File: src/rtl/fsm_pkg.sv
`default_nettype none
// ============================================================================
// Module      : fsm_pkg
// Description : Shared state encoding and saturation helper for run_gate_fsm.
// Revision    : 1.0 - initial release
// ============================================================================
package fsm_pkg;

    typedef enum logic [1:0] {
        IDLE  = 2'd0,
        START = 2'd1,
        STOP  = 2'd2
    } state_t;

    localparam int unsigned MAX_CNT_W = 64;

    // All-ones value of the given width; callers truncate to their counter width.
    function automatic logic [MAX_CNT_W-1:0] all_ones(input int unsigned width);
        if (width >= MAX_CNT_W)
            return '1;
        return (64'd1 << width) - 64'd1;
    endfunction

endpackage
`default_nettype wire

File: src/rtl/run_gate_fsm_ch.sv
`default_nettype none
// ============================================================================
// Module      : run_gate_ch
// Description : One channel: input debounce, IDLE/START/STOP FSM, run counter.
// Revision    : 1.0 - initial release
// ============================================================================
module run_gate_ch
    import fsm_pkg::*;
#(
    parameter int HOLD  = 4,
    parameter int CNT_W = 16
) (
    input  logic             clk,
    input  logic             reset,
    input  logic             en,
    input  logic             a,
    output logic             z,
    output logic             start_pulse,
    output logic             stop_pulse,
    output logic             run_len_valid,
    output logic [CNT_W-1:0] run_len
);

    localparam int               SC_W      = (HOLD > 1) ? $clog2(HOLD) : 1;
    localparam logic [SC_W-1:0]  C_SC_LAST = SC_W'(HOLD - 1);
    localparam logic [CNT_W-1:0] C_RC_MAX  = CNT_W'(all_ones(CNT_W));
    localparam logic [CNT_W-1:0] C_RC_ONE  = CNT_W'(1);

    logic             af_q, af_d;
    logic [SC_W-1:0]  sc_q, sc_d;
    state_t           state_q, state_d;
    logic [CNT_W-1:0] rc_q, rc_d;
    logic             z_q, z_d;
    logic             start_q, start_d;
    logic             stop_q, stop_d;
    logic [CNT_W-1:0] run_len_q, run_len_d;

    always_comb begin
        af_d      = af_q;
        sc_d      = sc_q;
        state_d   = state_q;
        rc_d      = rc_q;
        z_d       = z_q;
        start_d   = 1'b0;
        stop_d    = 1'b0;
        run_len_d = run_len_q;

        if (en) begin
            if (a == af_q) begin
                sc_d = '0;
            end else if (sc_q == C_SC_LAST) begin
                af_d = a;
                sc_d = '0;
            end else begin
                sc_d = sc_q + 1'b1;
            end

            // FSM reacts to the filtered level as it stood before this edge.
            case (state_q)
                IDLE: begin
                    if (af_q) begin
                        state_d = START;
                        rc_d    = C_RC_ONE;
                        start_d = 1'b1;
                    end
                end
                START: begin
                    if (!af_q) begin
                        state_d   = STOP;
                        stop_d    = 1'b1;
                        run_len_d = rc_q;
                    end else if (rc_q != C_RC_MAX) begin
                        rc_d = rc_q + 1'b1;
                    end
                end
                STOP: begin
                    if (!af_q)
                        state_d = IDLE;
                end
                default: state_d = IDLE;
            endcase

            z_d = (state_d == START);
        end
    end

    always_ff @(posedge clk) begin
        if (reset) begin
            af_q      <= 1'b0;
            sc_q      <= '0;
            state_q   <= IDLE;
            rc_q      <= '0;
            z_q       <= 1'b0;
            start_q   <= 1'b0;
            stop_q    <= 1'b0;
            run_len_q <= '0;
        end else begin
            af_q      <= af_d;
            sc_q      <= sc_d;
            state_q   <= state_d;
            rc_q      <= rc_d;
            z_q       <= z_d;
            start_q   <= start_d;
            stop_q    <= stop_d;
            run_len_q <= run_len_d;
        end
    end

    assign z             = z_q;
    assign start_pulse   = start_q;
    assign stop_pulse    = stop_q;
    assign run_len_valid = stop_q;
    assign run_len       = run_len_q;

endmodule
`default_nettype wire

File: src/rtl/run_gate_fsm.sv
`default_nettype none
// ============================================================================
// Module      : run_gate_fsm
// Description : Multi-channel debounced start/stop detector with run length.
// Revision    : 1.0 - initial release
// ============================================================================
module run_gate_fsm
    import fsm_pkg::*;
#(
    parameter int CH    = 2,
    parameter int HOLD  = 4,
    parameter int CNT_W = 16
) (
    input  logic                clk,
    input  logic                reset,
    input  logic                en,
    input  logic [CH-1:0]       a,
    output logic [CH-1:0]       z,
    output logic [CH-1:0]       start_pulse,
    output logic [CH-1:0]       stop_pulse,
    output logic [CH*CNT_W-1:0] run_len,
    output logic [CH-1:0]       run_len_valid
);

    generate
        for (genvar i = 0; i < CH; i++) begin : g_ch
            run_gate_ch #(
                .HOLD  (HOLD),
                .CNT_W (CNT_W)
            ) u_ch (
                .clk           (clk),
                .reset         (reset),
                .en            (en),
                .a             (a[i]),
                .z             (z[i]),
                .start_pulse   (start_pulse[i]),
                .stop_pulse    (stop_pulse[i]),
                .run_len_valid (run_len_valid[i]),
                .run_len       (run_len[i*CNT_W +: CNT_W])
            );
        end
    endgenerate

endmodule
`default_nettype wire

File: config.mk
export PLATFORM = sky130hd
export DESIGN_NAME = run_gate_fsm
export DESIGN_NICKNAME = d
export VERILOG_FILES = /design/src/rtl/fsm_pkg.sv /design/src/rtl/run_gate_fsm_ch.sv /design/src/rtl/run_gate_fsm.sv
export SDC_FILE = /design/constraint.sdc
export NUM_CORES = 1
export LEC_CHECK = 0
export CAP_MARGIN = 25
export CORE_UTILIZATION = 55
export CTS_BUF_LIST = sky130_fd_sc_hd__clkbuf_4 sky130_fd_sc_hd__clkbuf_8 sky130_fd_sc_hd__clkbuf_16
export CTS_CLUSTER_SIZE = 25
export DETAILED_ROUTE_END_ITERATION = 7
export GPL_ROUTABILITY_DRIVEN = 1
export GPL_TIMING_DRIVEN = 0
export PLACE_DENSITY = 0.79
export SYNTH_ARGS = -nofsm -noshare
export SYNTH_HDL_FRONTEND = slang
export SYNTH_HIERARCHICAL = 1
export SYNTH_SLANG_ARGS = --single-unit
File: constraint.sdc
create_clock -name clk -period 2.1 [get_ports clk]
set_clock_uncertainty 0.1 [all_clocks]
set_input_delay 0.21 -clock clk [delete_from_list [all_inputs] [get_ports clk]]
set_output_delay 0.21 -clock clk [all_outputs]
set_load 0.005 [all_outputs]
==> impl_results.md <==
- Vias in the first global route: 3261
- Total length of routed wires: ~9.0 mm
- Syn Nets: 463
- RSZ-0062 raised after global routing: yes
- Num CTS Buffers: 9
- Final setup margin: about 0.087 ns
- Setup WS pre-CTS: -0.241 ns
- Final antenna diode count: 0
- Sequential cell area: about 1600 um2
- Max Cap Viol: 0
- Slew Limit Fails: 0
- Slew @ Worst Pin: roughly 0.54 ns
- CTS max path bufs: 2
- Worst-path fanout max: 10
- Final min period: slightly above 2 ns
- Avg Vias per Cell: 6.00
- First-pass GRT wire length: roughly 15 mm
- Pwr/cell area: 607 nW/um2
- Worst-Skew Late Latency: 0.35 ns
- Fraction of layout cells with a size suffix above 1: 11.1%
- I/O pin cnt: between 40 and 50
- Tcrit/Tclk final: 95.9%
- R2R setup slack: about 0.10 ns
- Die area: about 7000 um2
- Final setup vio count: 0
- CP arrival: 2.18 ns
- DP HPWL: 6.27 mm
- Prevailing post-synth register cell: dfxtp_1
- Fill cells: around 520
- Slew headroom: between 60% and 70%
- Status: finished with violations
- Final hold vios: 0
- Largest net degree at the start of global routing: 13
- HP Class: input port to flip-flop
- Register area share after synthesis: between 40 and 50%
- Synthesized netlist cell count: ~450
- Maximum VDD drop: between 0.0004 and 0.0005 V
- Gpl congestion: roughly 0.89
- Area Growth Syn to Fin: 21.2%
- DRT iter0 DRCs: roughly 360
- Die width: between 80 and 90 um
- Clk sinks: 80
- Footprint of the multi-input gates: 1910 um2
- Synthesized area per cell: just over 8 um2
- Final Hold Slack: about 0.17 ns
- Worst Path Required: between 2 and 2.5 ns
- Nets: 520
- Worst Setup Start Kind: input port
- Post-synth EDFFs: 0
- Antenna-violating nets left: 0
- Lkg Pwr: 0.00154 uW
- Via count: ~3600
- Failing checks: DRC
- Overall Global Routing Usage: a little over a quarter
- Port Buf Inserts: between 40 and 50
- Initial Util: 57.3%
- Die height: approximately 84 um
- Critical path capture point type: flip-flop
- Register bit total from synthesis: 80
- CORE AREA: roughly 6400 um2
- Fmax: between 400 and 500 MHz
- Clk root buf: clkbuf_8
- Clock slew seen by the registers of the worst setup and hold paths: ~0.08 ns
- Grt total ovfl: 0
- Max H-tree Level: 3
- CTS Hold Bufs: 0
- Post-synthesis cell type count: 53
- Initial antenna violation count: 0
- Synth warnings: 6
- TritonCTS clock tree: built
- Post-Syn Area: ~3700 um2
- Pre-Repair DR Iteration Count: 7
- Asr flop ratio synth: 0%
- Crit Path Class: input port to flip-flop
- DRC: 14
- Cell Rows: 29
- Drt wl/cell: about 15 um
-- per-layer routing --
| metal | GRT usage [%] | share of wire (%) | vias to the layer above |
|---|---|---|---|
| met5 | 0 | 0 | - |
| met4 | 9.87 | 1.2 | 0 |
| met3 | 5.84 | 6.4 | 20 |
| met2 | 41.3 | 45 | 149 |
| met1 | 37.8 | 47 | 1649 |
| li1 | - | - | 1736 |
-- logic make-up after synthesis --
logic type / Yosys count / synth area share, %
fa+ha+maj: 4 / 1.36
mux: 2 / 0.578
buf+inv: 41 / 5.20
xor+xnor: 2 / 0.476
compound gates: 117 / 18.5
simple gates: 208 / 30.4
flops: 80 / 43.5
-- critical path, cell delays in order --
cell and delay (ns):
clkdlybuf4s50_1 0.68, and3b_1 0.28, or2b_4 0.32, or4_1 0.52, a31oi_1 0.17
-- where the power goes --
part           internal [uW]  switching [uW]
Sequential              1520            2.44
Clock                    600             524
Combinational           20.5            47.2
Total                   2140             574
-- area by class of cell --
type,instances,area share [%]
Timing Repair Buffer,47,10.3
Clock buffer,12,3.42
Buffer,36,3.95
Tap cell,77,2.16
Multi-Input combinational cell,333,42.8
Clock inverter,3,0.953
Sequential cell,80,36.1
Inverter,4,0.336
-- cells in the final DEF (no fill, tap or decap), types with 3 or more instances in the layout --
cell / n
o21ai_0: 15
nand3_2: 5
nor4_1: 4
nor3_1: 5
a31oi_1: 14
clkbuf_1: 20
nor2b_1: 4
a211oi_1: 4
nand3b_1: 4
a21o_1: 3
clkbuf_8: 10
buf_2: 5
clkdlybuf4s50_1: 43
dfxtp_1: 76
nand3_1: 18
buf_4: 8
clkbuf_2: 4
inv_1: 4
a41oi_1: 4
a21oi_1: 65
and3_1: 7
nor2_1: 22
nand2b_1: 11
nand2_1: 90
o211ai_1: 3
nand4_1: 10
nand4b_1: 3
or4_1: 6
-- final timing paths --
path         cells after the start                  endpoint                startpoint
min reg2reg                      2  g_ch[0].u_ch/run_len[14]  g_ch[0].u_ch/run_len[14]
min                              4     g_ch[0].u_ch/rc_q[14]                     reset
max                              5      g_ch[0].u_ch/rc_q[6]                        en
max reg2reg                      6      g_ch[0].u_ch/rc_q[6]      g_ch[0].u_ch/rc_q[0]
-- Yosys cell counts (3+ instances only) --
| library cell | count | share of area, % |
|---|---|---|
| a211oi_1 | 4 | 0.82 |
| a21o_1 | 3 | 0.61 |
| a21oi_1 | 65 | 8.8 |
| a31oi_1 | 14 | 2.4 |
| a41oi_1 | 4 | 0.95 |
| and3_1 | 7 | 1.2 |
| buf_2 | 5 | 0.68 |
| buf_4 | 5 | 1.0 |
| clkbuf_1 | 22 | 2.2 |
| clkbuf_2 | 4 | 0.54 |
| dfxtp_1 | 80 | 43 |
| ha_1 | 4 | 1.4 |
| inv_1 | 4 | 0.41 |
| nand2_1 | 90 | 9.2 |
| nand2b_1 | 11 | 1.9 |
| nand3_1 | 19 | 2.6 |
| nand3_2 | 4 | 1.1 |
| nand3b_1 | 4 | 0.82 |
| nand4_1 | 10 | 1.7 |
| nand4b_1 | 3 | 0.71 |
| nor2_1 | 22 | 2.2 |
| nor2b_1 | 4 | 0.68 |
| nor3_1 | 6 | 0.82 |
| nor4_1 | 4 | 0.68 |
| o211ai_1 | 3 | 0.61 |
| o21ai_0 | 15 | 2.0 |
| or4_1 | 6 | 1.2 |
-- state kept, by name, indices dropped and copies added, names as in the netlist --
signal,cells
g_ch.u_ch/sc_q,4
g_ch.u_ch/start_pulse,2
g_ch.u_ch/state_q,4
g_ch.u_ch/af_q,2
g_ch.u_ch/run_len_valid,2
g_ch.u_ch/run_len,32
g_ch.u_ch/z,2
g_ch.u_ch/rc_q,32
-- through the flow --
stage	util, %	setup TNS, ns	cell area (um2)	instances	total power (uW)
floorplan	-	0	3680	454	1600
global placement	65.5	-4.41	4210	574	1620
detailed placement	65.5	-5.84	4210	574	1620
CTS	68.8	0	4420	590	2740
global route	69.5	-0.00395	4460	592	2800
finish	69.5	0	4460	592	2710
-- what timing repair did --
item | CTS | global route
setup buffers | 1 | 3
pin swaps | 1 | 3
endpoints found under the setup margin | 11 | 24
resized for setup | 1 | 12
No activity file was read; power rests on OpenSTA's default activity.
